`src/rtl/pacman_map_pkg.sv`:
```
// Shared tile-map definitions: tile codes, ghost start tiles and the
// ghost map writer state encoding.
package pacman_map_pkg;

  localparam int TILE_W = 3;

  typedef logic [TILE_W-1:0] tile_t;

  localparam tile_t TILE_EMPTY  = 3'd0;
  localparam tile_t TILE_WALL   = 3'd1;
  localparam tile_t TILE_PILL   = 3'd2;
  localparam tile_t TILE_POWER  = 3'd3;
  localparam tile_t TILE_PACMAN = 3'd4;
  localparam tile_t TILE_GHOST1 = 3'd5;
  localparam tile_t TILE_GHOST2 = 3'd6;

  // Ghost start tiles; the map init image holds the ghost codes here.
  localparam int G1_RST_X = 16;
  localparam int G1_RST_Y = 13;
  localparam int G2_RST_X = 23;
  localparam int G2_RST_Y = 13;

  typedef enum logic [3:0] {
    S_IDLE,
    S_REQ,
    S_ERASE1,
    S_ERASE2,
    S_READ1,
    S_CAPT1,
    S_READ2,
    S_CAPT2,
    S_DONE,
    S_SETTLE
  } state_e;

endpackage

```
`src/rtl/ghost_map_writer_if.sv`:
```
// Tile-map RAM port: request/grant to the arbiter plus a synchronous read
// port (data one cycle after the address) and a single-cycle write strobe.
interface ghost_map_writer_if #(
  parameter int X_W    = 6,
  parameter int Y_W    = 5,
  parameter int TILE_W = 3
);
  logic              map_req;
  logic              map_gnt;
  logic [X_W-1:0]    map_rdaddr_x;
  logic [Y_W-1:0]    map_rdaddr_y;
  logic [TILE_W-1:0] map_rddata;
  logic              map_wr_en;
  logic [X_W-1:0]    map_wraddr_x;
  logic [Y_W-1:0]    map_wraddr_y;
  logic [TILE_W-1:0] map_wrdata;

  modport master (
    output map_req, map_rdaddr_x, map_rdaddr_y,
    output map_wr_en, map_wraddr_x, map_wraddr_y, map_wrdata,
    input  map_gnt, map_rddata
  );

  modport slave (
    input  map_req, map_rdaddr_x, map_rdaddr_y,
    input  map_wr_en, map_wraddr_x, map_wraddr_y, map_wrdata,
    output map_gnt, map_rddata
  );
endinterface

```
`src/rtl/ghost_map_writer.sv`:
```
// Ghost map writer: applies one ghost move (both ghosts) to the shared
// tile map as erase/erase/read/write/read/write, then pulses wrdone so the
// path controller commits its next tiles. Reports ghost/pacman overlap.
module ghost_map_writer
  import pacman_map_pkg::*;
#(
  parameter int X_W    = 6,
  parameter int Y_W    = 5,
  parameter int TILE_W = 3
) (
  input  logic                CLOCK_50,
  input  logic                reset,
  input  logic                enable,
  input  logic [X_W-1:0]      curr_ghost1_x,
  input  logic [Y_W-1:0]      curr_ghost1_y,
  input  logic [X_W-1:0]      next_ghost1_x,
  input  logic [Y_W-1:0]      next_ghost1_y,
  input  logic [X_W-1:0]      curr_ghost2_x,
  input  logic [Y_W-1:0]      curr_ghost2_y,
  input  logic [X_W-1:0]      next_ghost2_x,
  input  logic [Y_W-1:0]      next_ghost2_y,
  input  logic [X_W-1:0]      curr_pacman_x,
  input  logic [Y_W-1:0]      curr_pacman_y,
  ghost_map_writer_if.master  map,
  output logic                wrdone,
  output logic [1:0]          collision_type
);

  localparam logic [TILE_W-1:0] T_EMPTY  = TILE_W'(TILE_EMPTY);
  localparam logic [TILE_W-1:0] T_PACMAN = TILE_W'(TILE_PACMAN);
  localparam logic [TILE_W-1:0] T_GHOST1 = TILE_W'(TILE_GHOST1);
  localparam logic [TILE_W-1:0] T_GHOST2 = TILE_W'(TILE_GHOST2);

  state_e state_q, state_d;
  logic [X_W-1:0] c1x_q, c1x_d, n1x_q, n1x_d, c2x_q, c2x_d, n2x_q, n2x_d;
  logic [Y_W-1:0] c1y_q, c1y_d, n1y_q, n1y_d, c2y_q, c2y_d, n2y_q, n2y_d;
  logic [TILE_W-1:0] under1_q, under1_d, under2_q, under2_d;
  logic [1:0] coll_q, coll_d;

  logic move_req, same_next;
  logic [1:0] coll_now;
  logic [TILE_W-1:0] rd_under;

  // Move detection, shared-target detection, pacman overlap, under-tile filter
  always_comb begin
    move_req  = (next_ghost1_x != curr_ghost1_x) || (next_ghost1_y != curr_ghost1_y) ||
                (next_ghost2_x != curr_ghost2_x) || (next_ghost2_y != curr_ghost2_y);
    same_next = (n1x_q == n2x_q) && (n1y_q == n2y_q);
    coll_now  = {(n2x_q == curr_pacman_x) && (n2y_q == curr_pacman_y),
                 (n1x_q == curr_pacman_x) && (n1y_q == curr_pacman_y)};
    // Pacman is transient; leaving it as an under-tile would redraw a stale pacman.
    rd_under  = (map.map_rddata == T_PACMAN) ? T_EMPTY : map.map_rddata;
  end

  // State and operation registers; reset aborts any op in flight
  always_ff @(posedge CLOCK_50 or posedge reset) begin
    if (reset) begin
      state_q  <= S_IDLE;
      c1x_q    <= X_W'(G1_RST_X);
      c1y_q    <= Y_W'(G1_RST_Y);
      n1x_q    <= X_W'(G1_RST_X);
      n1y_q    <= Y_W'(G1_RST_Y);
      c2x_q    <= X_W'(G2_RST_X);
      c2y_q    <= Y_W'(G2_RST_Y);
      n2x_q    <= X_W'(G2_RST_X);
      n2y_q    <= Y_W'(G2_RST_Y);
      under1_q <= T_EMPTY;
      under2_q <= T_EMPTY;
      coll_q   <= 2'b00;
    end else begin
      state_q  <= state_d;
      c1x_q    <= c1x_d;
      c1y_q    <= c1y_d;
      n1x_q    <= n1x_d;
      n1y_q    <= n1y_d;
      c2x_q    <= c2x_d;
      c2y_q    <= c2y_d;
      n2x_q    <= n2x_d;
      n2y_q    <= n2y_d;
      under1_q <= under1_d;
      under2_q <= under2_d;
      coll_q   <= coll_d;
    end
  end

  // Next-state and register update logic
  always_comb begin
    state_d  = state_q;
    c1x_d    = c1x_q;
    c1y_d    = c1y_q;
    n1x_d    = n1x_q;
    n1y_d    = n1y_q;
    c2x_d    = c2x_q;
    c2y_d    = c2y_q;
    n2x_d    = n2x_q;
    n2y_d    = n2y_q;
    under1_d = under1_q;
    under2_d = under2_q;
    coll_d   = coll_q;
    case (state_q)
      S_IDLE: begin
        if (enable && move_req) begin
          state_d = S_REQ;
          c1x_d = curr_ghost1_x;  c1y_d = curr_ghost1_y;
          n1x_d = next_ghost1_x;  n1y_d = next_ghost1_y;
          c2x_d = curr_ghost2_x;  c2y_d = curr_ghost2_y;
          n2x_d = next_ghost2_x;  n2y_d = next_ghost2_y;
        end
      end
      S_REQ:    if (map.map_gnt) state_d = S_ERASE1;
      S_ERASE1: state_d = S_ERASE2;
      S_ERASE2: state_d = S_READ1;
      S_READ1:  state_d = S_CAPT1;
      S_CAPT1: begin
        under1_d = rd_under;
        state_d  = S_READ2;
      end
      S_READ2:  state_d = S_CAPT2;
      S_CAPT2: begin
        // Shared target: the RAM now holds GHOST1 there, so reuse ghost1's under-tile.
        under2_d = same_next ? under1_q : rd_under;
        state_d  = S_DONE;
      end
      S_DONE: begin
        coll_d  = coll_now;
        state_d = S_SETTLE;
      end
      S_SETTLE: state_d = S_IDLE;
      default:  state_d = S_IDLE;
    endcase
  end

  // Map port and status outputs decoded from the current state
  always_comb begin
    map.map_req      = 1'b0;
    map.map_wr_en    = 1'b0;
    map.map_wraddr_x = '0;
    map.map_wraddr_y = '0;
    map.map_wrdata   = '0;
    map.map_rdaddr_x = '0;
    map.map_rdaddr_y = '0;
    wrdone           = 1'b0;
    collision_type   = coll_q;
    case (state_q)
      S_REQ: map.map_req = 1'b1;
      S_ERASE1: begin
        map.map_req = 1'b1;  map.map_wr_en = 1'b1;
        map.map_wraddr_x = c1x_q;  map.map_wraddr_y = c1y_q;  map.map_wrdata = under1_q;
      end
      S_ERASE2: begin
        map.map_req = 1'b1;  map.map_wr_en = 1'b1;
        map.map_wraddr_x = c2x_q;  map.map_wraddr_y = c2y_q;  map.map_wrdata = under2_q;
      end
      S_READ1: begin
        map.map_req = 1'b1;
        map.map_rdaddr_x = n1x_q;  map.map_rdaddr_y = n1y_q;
      end
      S_CAPT1: begin
        map.map_req = 1'b1;  map.map_wr_en = 1'b1;
        map.map_wraddr_x = n1x_q;  map.map_wraddr_y = n1y_q;  map.map_wrdata = T_GHOST1;
      end
      S_READ2: begin
        map.map_req = 1'b1;
        map.map_rdaddr_x = n2x_q;  map.map_rdaddr_y = n2y_q;
      end
      S_CAPT2: begin
        map.map_req = 1'b1;  map.map_wr_en = 1'b1;
        map.map_wraddr_x = n2x_q;  map.map_wraddr_y = n2y_q;  map.map_wrdata = T_GHOST2;
      end
      S_DONE: begin
        map.map_req    = 1'b1;
        wrdone         = 1'b1;
        collision_type = coll_now;
      end
      default: ;
    endcase
  end

endmodule

```
`src/flat_wrapper.sv`:
```
// flat-port wrapper written by rule: the top's interface ports become plain ports
module ghost_map_writer_flat import pacman_map_pkg::*;
#(
  parameter int X_W    = 6,
  parameter int Y_W    = 5,
  parameter int TILE_W = 3
)
  (CLOCK_50, reset, enable, curr_ghost1_x, curr_ghost1_y, next_ghost1_x, next_ghost1_y, curr_ghost2_x, curr_ghost2_y, next_ghost2_x, next_ghost2_y, curr_pacman_x, curr_pacman_y, wrdone, collision_type, map_map_req, map_map_rdaddr_x, map_map_rdaddr_y, map_map_wr_en, map_map_wraddr_x, map_map_wraddr_y, map_map_wrdata, map_map_gnt, map_map_rddata);
  ghost_map_writer_if #(.X_W(X_W), .Y_W(Y_W), .TILE_W(TILE_W)) map_i ();
  input  logic CLOCK_50;
  input  logic reset;
  input  logic enable;
  input  logic [X_W-1:0] curr_ghost1_x;
  input  logic [Y_W-1:0] curr_ghost1_y;
  input  logic [X_W-1:0] next_ghost1_x;
  input  logic [Y_W-1:0] next_ghost1_y;
  input  logic [X_W-1:0] curr_ghost2_x;
  input  logic [Y_W-1:0] curr_ghost2_y;
  input  logic [X_W-1:0] next_ghost2_x;
  input  logic [Y_W-1:0] next_ghost2_y;
  input  logic [X_W-1:0] curr_pacman_x;
  input  logic [Y_W-1:0] curr_pacman_y;
  output logic wrdone;
  output logic [1:0] collision_type;
  output wire logic [$bits(map_i.map_req)-1:0] map_map_req;
  output wire logic [$bits(map_i.map_rdaddr_x)-1:0] map_map_rdaddr_x;
  output wire logic [$bits(map_i.map_rdaddr_y)-1:0] map_map_rdaddr_y;
  output wire logic [$bits(map_i.map_wr_en)-1:0] map_map_wr_en;
  output wire logic [$bits(map_i.map_wraddr_x)-1:0] map_map_wraddr_x;
  output wire logic [$bits(map_i.map_wraddr_y)-1:0] map_map_wraddr_y;
  output wire logic [$bits(map_i.map_wrdata)-1:0] map_map_wrdata;
  input wire logic [$bits(map_i.map_gnt)-1:0] map_map_gnt;
  input wire logic [$bits(map_i.map_rddata)-1:0] map_map_rddata;
  assign map_map_req = map_i.map_req;
  assign map_map_rdaddr_x = map_i.map_rdaddr_x;
  assign map_map_rdaddr_y = map_i.map_rdaddr_y;
  assign map_map_wr_en = map_i.map_wr_en;
  assign map_map_wraddr_x = map_i.map_wraddr_x;
  assign map_map_wraddr_y = map_i.map_wraddr_y;
  assign map_map_wrdata = map_i.map_wrdata;
  assign map_i.map_gnt = map_map_gnt;
  assign map_i.map_rddata = map_map_rddata;
  ghost_map_writer #(.X_W(X_W), .Y_W(Y_W), .TILE_W(TILE_W)) u_core (.CLOCK_50(CLOCK_50), .reset(reset), .enable(enable), .curr_ghost1_x(curr_ghost1_x), .curr_ghost1_y(curr_ghost1_y), .next_ghost1_x(next_ghost1_x), .next_ghost1_y(next_ghost1_y), .curr_ghost2_x(curr_ghost2_x), .curr_ghost2_y(curr_ghost2_y), .next_ghost2_x(next_ghost2_x), .next_ghost2_y(next_ghost2_y), .curr_pacman_x(curr_pacman_x), .curr_pacman_y(curr_pacman_y), .map(map_i), .wrdone(wrdone), .collision_type(collision_type));
endmodule
```
`config.mk`:
```
export PLATFORM = sky130hd
export DESIGN_NAME = ghost_map_writer_flat
export DESIGN_NICKNAME = d
export VERILOG_FILES = /design/src/rtl/pacman_map_pkg.sv /design/src/rtl/ghost_map_writer_if.sv /design/src/rtl/ghost_map_writer.sv /design/src/flat_wrapper.sv
export SDC_FILE = /design/constraint.sdc
export NUM_CORES = 1
export LEC_CHECK = 0
export CORE_AREA = 2 2 108 110
export CTS_BUF_LIST = sky130_fd_sc_hd__clkbuf_8
export DETAILED_ROUTE_END_ITERATION = 10
export DIE_AREA = 0 0 110 112
export SLEW_MARGIN = 20
export SYNTH_ARGS = -nofsm -noshare
export SYNTH_HDL_FRONTEND = slang
export SYNTH_SLANG_ARGS = --single-unit
export TNS_END_PERCENT = 5
```
`constraint.sdc`:
```
create_clock -name CLOCK_50 -period 3.22 [get_ports CLOCK_50]
set_clock_uncertainty 0.15 [all_clocks]
set_input_delay 0.483 -clock CLOCK_50 [delete_from_list [all_inputs] [get_ports CLOCK_50]]
set_output_delay 0.483 -clock CLOCK_50 [all_outputs]
set_load 0.02 [all_outputs]
```
==> run metrics <==
quantity of I/O buffers inserted on ports=91; Pwr Density=939 nW/um^2; grt ovf=0; Synth area leader=dfrtp_1; Worst Path Arrival=2.47 ns; worst setup margin=0.118 ns; most instantiated cells after synthesis=xnor2_1, mux2_2, dfrtp_1; Cell Rows=39; GP Congestion=0.787; syn_nets=340; CTS HTree Levels=2; Final Slew Violations=0; maximum vdd drop=0.412 mV; crit end category=primary output; I/O pin total=92; Tmin final=3.10 ns; drt initial violations=68; largest cells by area after synthesis=dfrtp_1, dfstp_2, mux2_2, xnor2_1, a22o_1; r2r setup slk=1.10 ns; Die Wd=110 um; Worst Path Required=2.59 ns; area of the multi-input gates=1770 sq um; Final ANT Viol Nets=0; 1st-pass router iterations=4; nets=435; non-filler instance count after layout=517; Primary FF master, synth=dfrtp_1; Synth async-reset ratio=1.00; EDFF count, synth=0; vias in the first global route=2672; Num CTS Buffers=5; maximum buffer depth of the clock tree=2; Fill cells=1091; worst r2r path cells=6; CTS tree=yes; Fin Hold WS=0.362 ns; Lkg Pwr=1.74 nW; vias=2564; Layout area overhead=38.8%; Hold Path Stages=2; core area=11200 sq um; detailed placer's ending HPWL=7.05 mm; DRC=0; total detailed-routing wirelength=9.56 mm; Hold Crit Class=flop to flop; initial antenna violation count=0; Critical Path Start Type=input port; Yosys reg bits=56; first-pass GRT wire length=14.9 mm; cts-stage hold buffer count=0; register area share after synthesis=0.437; worst slack, placed=-0.0477 ns; largest net degree at the start of global routing=45; most frequent cell after synthesis=xnor2_1; kind of critical path=input port to primary output; CP Max Fanout=2; Clock Pin Slew Worst Setup and Hold Paths=0.11 ns; Avg Cell Area, Syn=11.8 sq um; Synth cell types=30; area of the mapped netlist=3270 sq um; WHS Endpoint=u_core.under2_q[2]; Initial Utilization=0.292; outcome=finished, final reports clean; max_slew headroom=0.642; Sink Count=56; Worst Tran Pin Value=0.536 ns; worst flop-to-flop path startpoint=u_core.state_q[0]; synthesis warning total=0; crit share post-route=0.963; maxcap violations=0; Ant. Diodes=0; share of cells above drive strength 1=0.246; DIE HEIGHT=112 um; gr usage total=0.161; Placed Cells incl. Taps=509; worst-skew pair later-pin latency=0.31 ns; Post-Synthesis Cells=278; timing-limited maximum frequency=322 MHz; clk root buf=clkbuf_8; Synth top area share=0.260; DR vias/cell=4.96; Die ar.=12300 sq um; Final Hold Fails=0; Seq. cell area=1430 sq um; reg2reg end=u_core.n2y_q[1]; Final setup viols=0; Hold Startpoint=u_core.under2_q[2]; DR WL/cell=18.5 um
## repair_timing
item	in CTS	in global routing
pin swaps	0	0
resized for setup	1	5
hold endpoints to repair	0	0
buffers inserted	0	0
setup endpoints to repair	1	10
## worst max-delay path by stage
stage / depth (start not counted) / start / end
6_report: 5 / curr_pacman_y[1] / collision_type[1]
5_1_grt: 6 / u_core.state_q[1] / map_map_wraddr_x[0]
4_1_cts: 4 / u_core.state_q[1] / collision_type[1]
3_5_place_dp: 5 / curr_pacman_x[0] / collision_type[1]
3_3_place_gp: 5 / curr_pacman_y[4] / collision_type[1]
2_1_floorplan: 4 / u_core.state_q[1] / collision_type[0]
## cell type report
type | instances | share of cell area
repair buffers | 102 | 0.225
inverters | 4 | 0.00331
clock buffers | 7 | 0.0212
multi-input cells | 204 | 0.389
well taps | 143 | 0.0394
clock inverters | 1 | 0.00662
flip-flops and latches | 56 | 0.316
## metrics by stage
stage	setup TNS (ns)	util	area, sq um	total power, W
floorplan	0	-	3270	0.00289
CTS	0	0.404	4510	0.00427
detailed placement	-0.0477	0.392	4380	0.00375
finish	0	0.406	4540	0.00426
global route	-0.00264	0.406	4540	0.00453
global placement	-0.0643	0.392	4380	0.00372
## layer usage
metal  vias up  part of all wire  track usage
li1       1205                 -            -
met1      1266              0.48        0.236
met2        81              0.46        0.241
met3        12             0.042       0.0269
met4         0             0.017       0.0439
met5         -                 0            0
## flip-flops by register name (all words and copies together) (netlist names)
| signal | count |
|---|---|
| u_core.c2y_q | 5 |
| u_core.c1y_q | 5 |
| u_core.under2_q | 3 |
| u_core.c2x_q | 6 |
| u_core.c1x_q | 6 |
| u_core.n2y_q | 5 |
| u_core.n1x_q | 6 |
| u_core.n1y_q | 5 |
| u_core.coll_q | 2 |
| u_core.state_q | 4 |
| u_core.n2x_q | 6 |
| u_core.under1_q | 3 |
## report_power, final
part	internal, W	switching [W]	leakage (nW)
Clock	0.000275	0.000234	0.0645
Sequential	0.00116	0.000422	0.638
Combinational	0.00118	0.000990	1.04
Total	0.00261	0.00165	1.74
## cell usage in the layout, fill, tap and decap left out, drive strengths merged, types with 2 or more instances in the layout
| master | Yosys | routed |
|---|---|---|
| mux2 | 47 | 47 |
| nand4 | 9 | 9 |
| a221o | 13 | 13 |
| nor4 | 3 | 3 |
| nor2 | 10 | 10 |
| o21ai | 2 | 2 |
| buf | 6 | 11 |
| nand2 | 11 | 11 |
| mux2i | 4 | 4 |
| clkdlybuf4s50 | 0 | 91 |
| dfstp | 22 | 22 |
| dfrtp | 34 | 34 |
| a22o | 22 | 22 |
| clkbuf | 8 | 7 |
| xnor2 | 45 | 45 |
| inv | 4 | 4 |
| nand2b | 4 | 4 |
| o41ai | 2 | 2 |
| xor2 | 12 | 12 |
| nor3 | 5 | 5 |
| a21oi | 6 | 6 |
| nand3 | 3 | 3 |
## critical path: stages
cell and delay (ns):
clkdlybuf4s50_1 0.52, xnor2_1 0.14, nand4_1 0.22, o41ai_4 0.42, clkdlybuf4s50_1 0.68
## kinds of logic after synthesis
logic type             synth area share
XOR/XNOR                          0.153
flip-flops                        0.437
multiplexers                      0.174
AO/OA/AOI/OAI                     0.132
AND/OR/NAND/NOR                  0.0735
buffers and inverters            0.0306
Power figures use the tool's default switching activity.
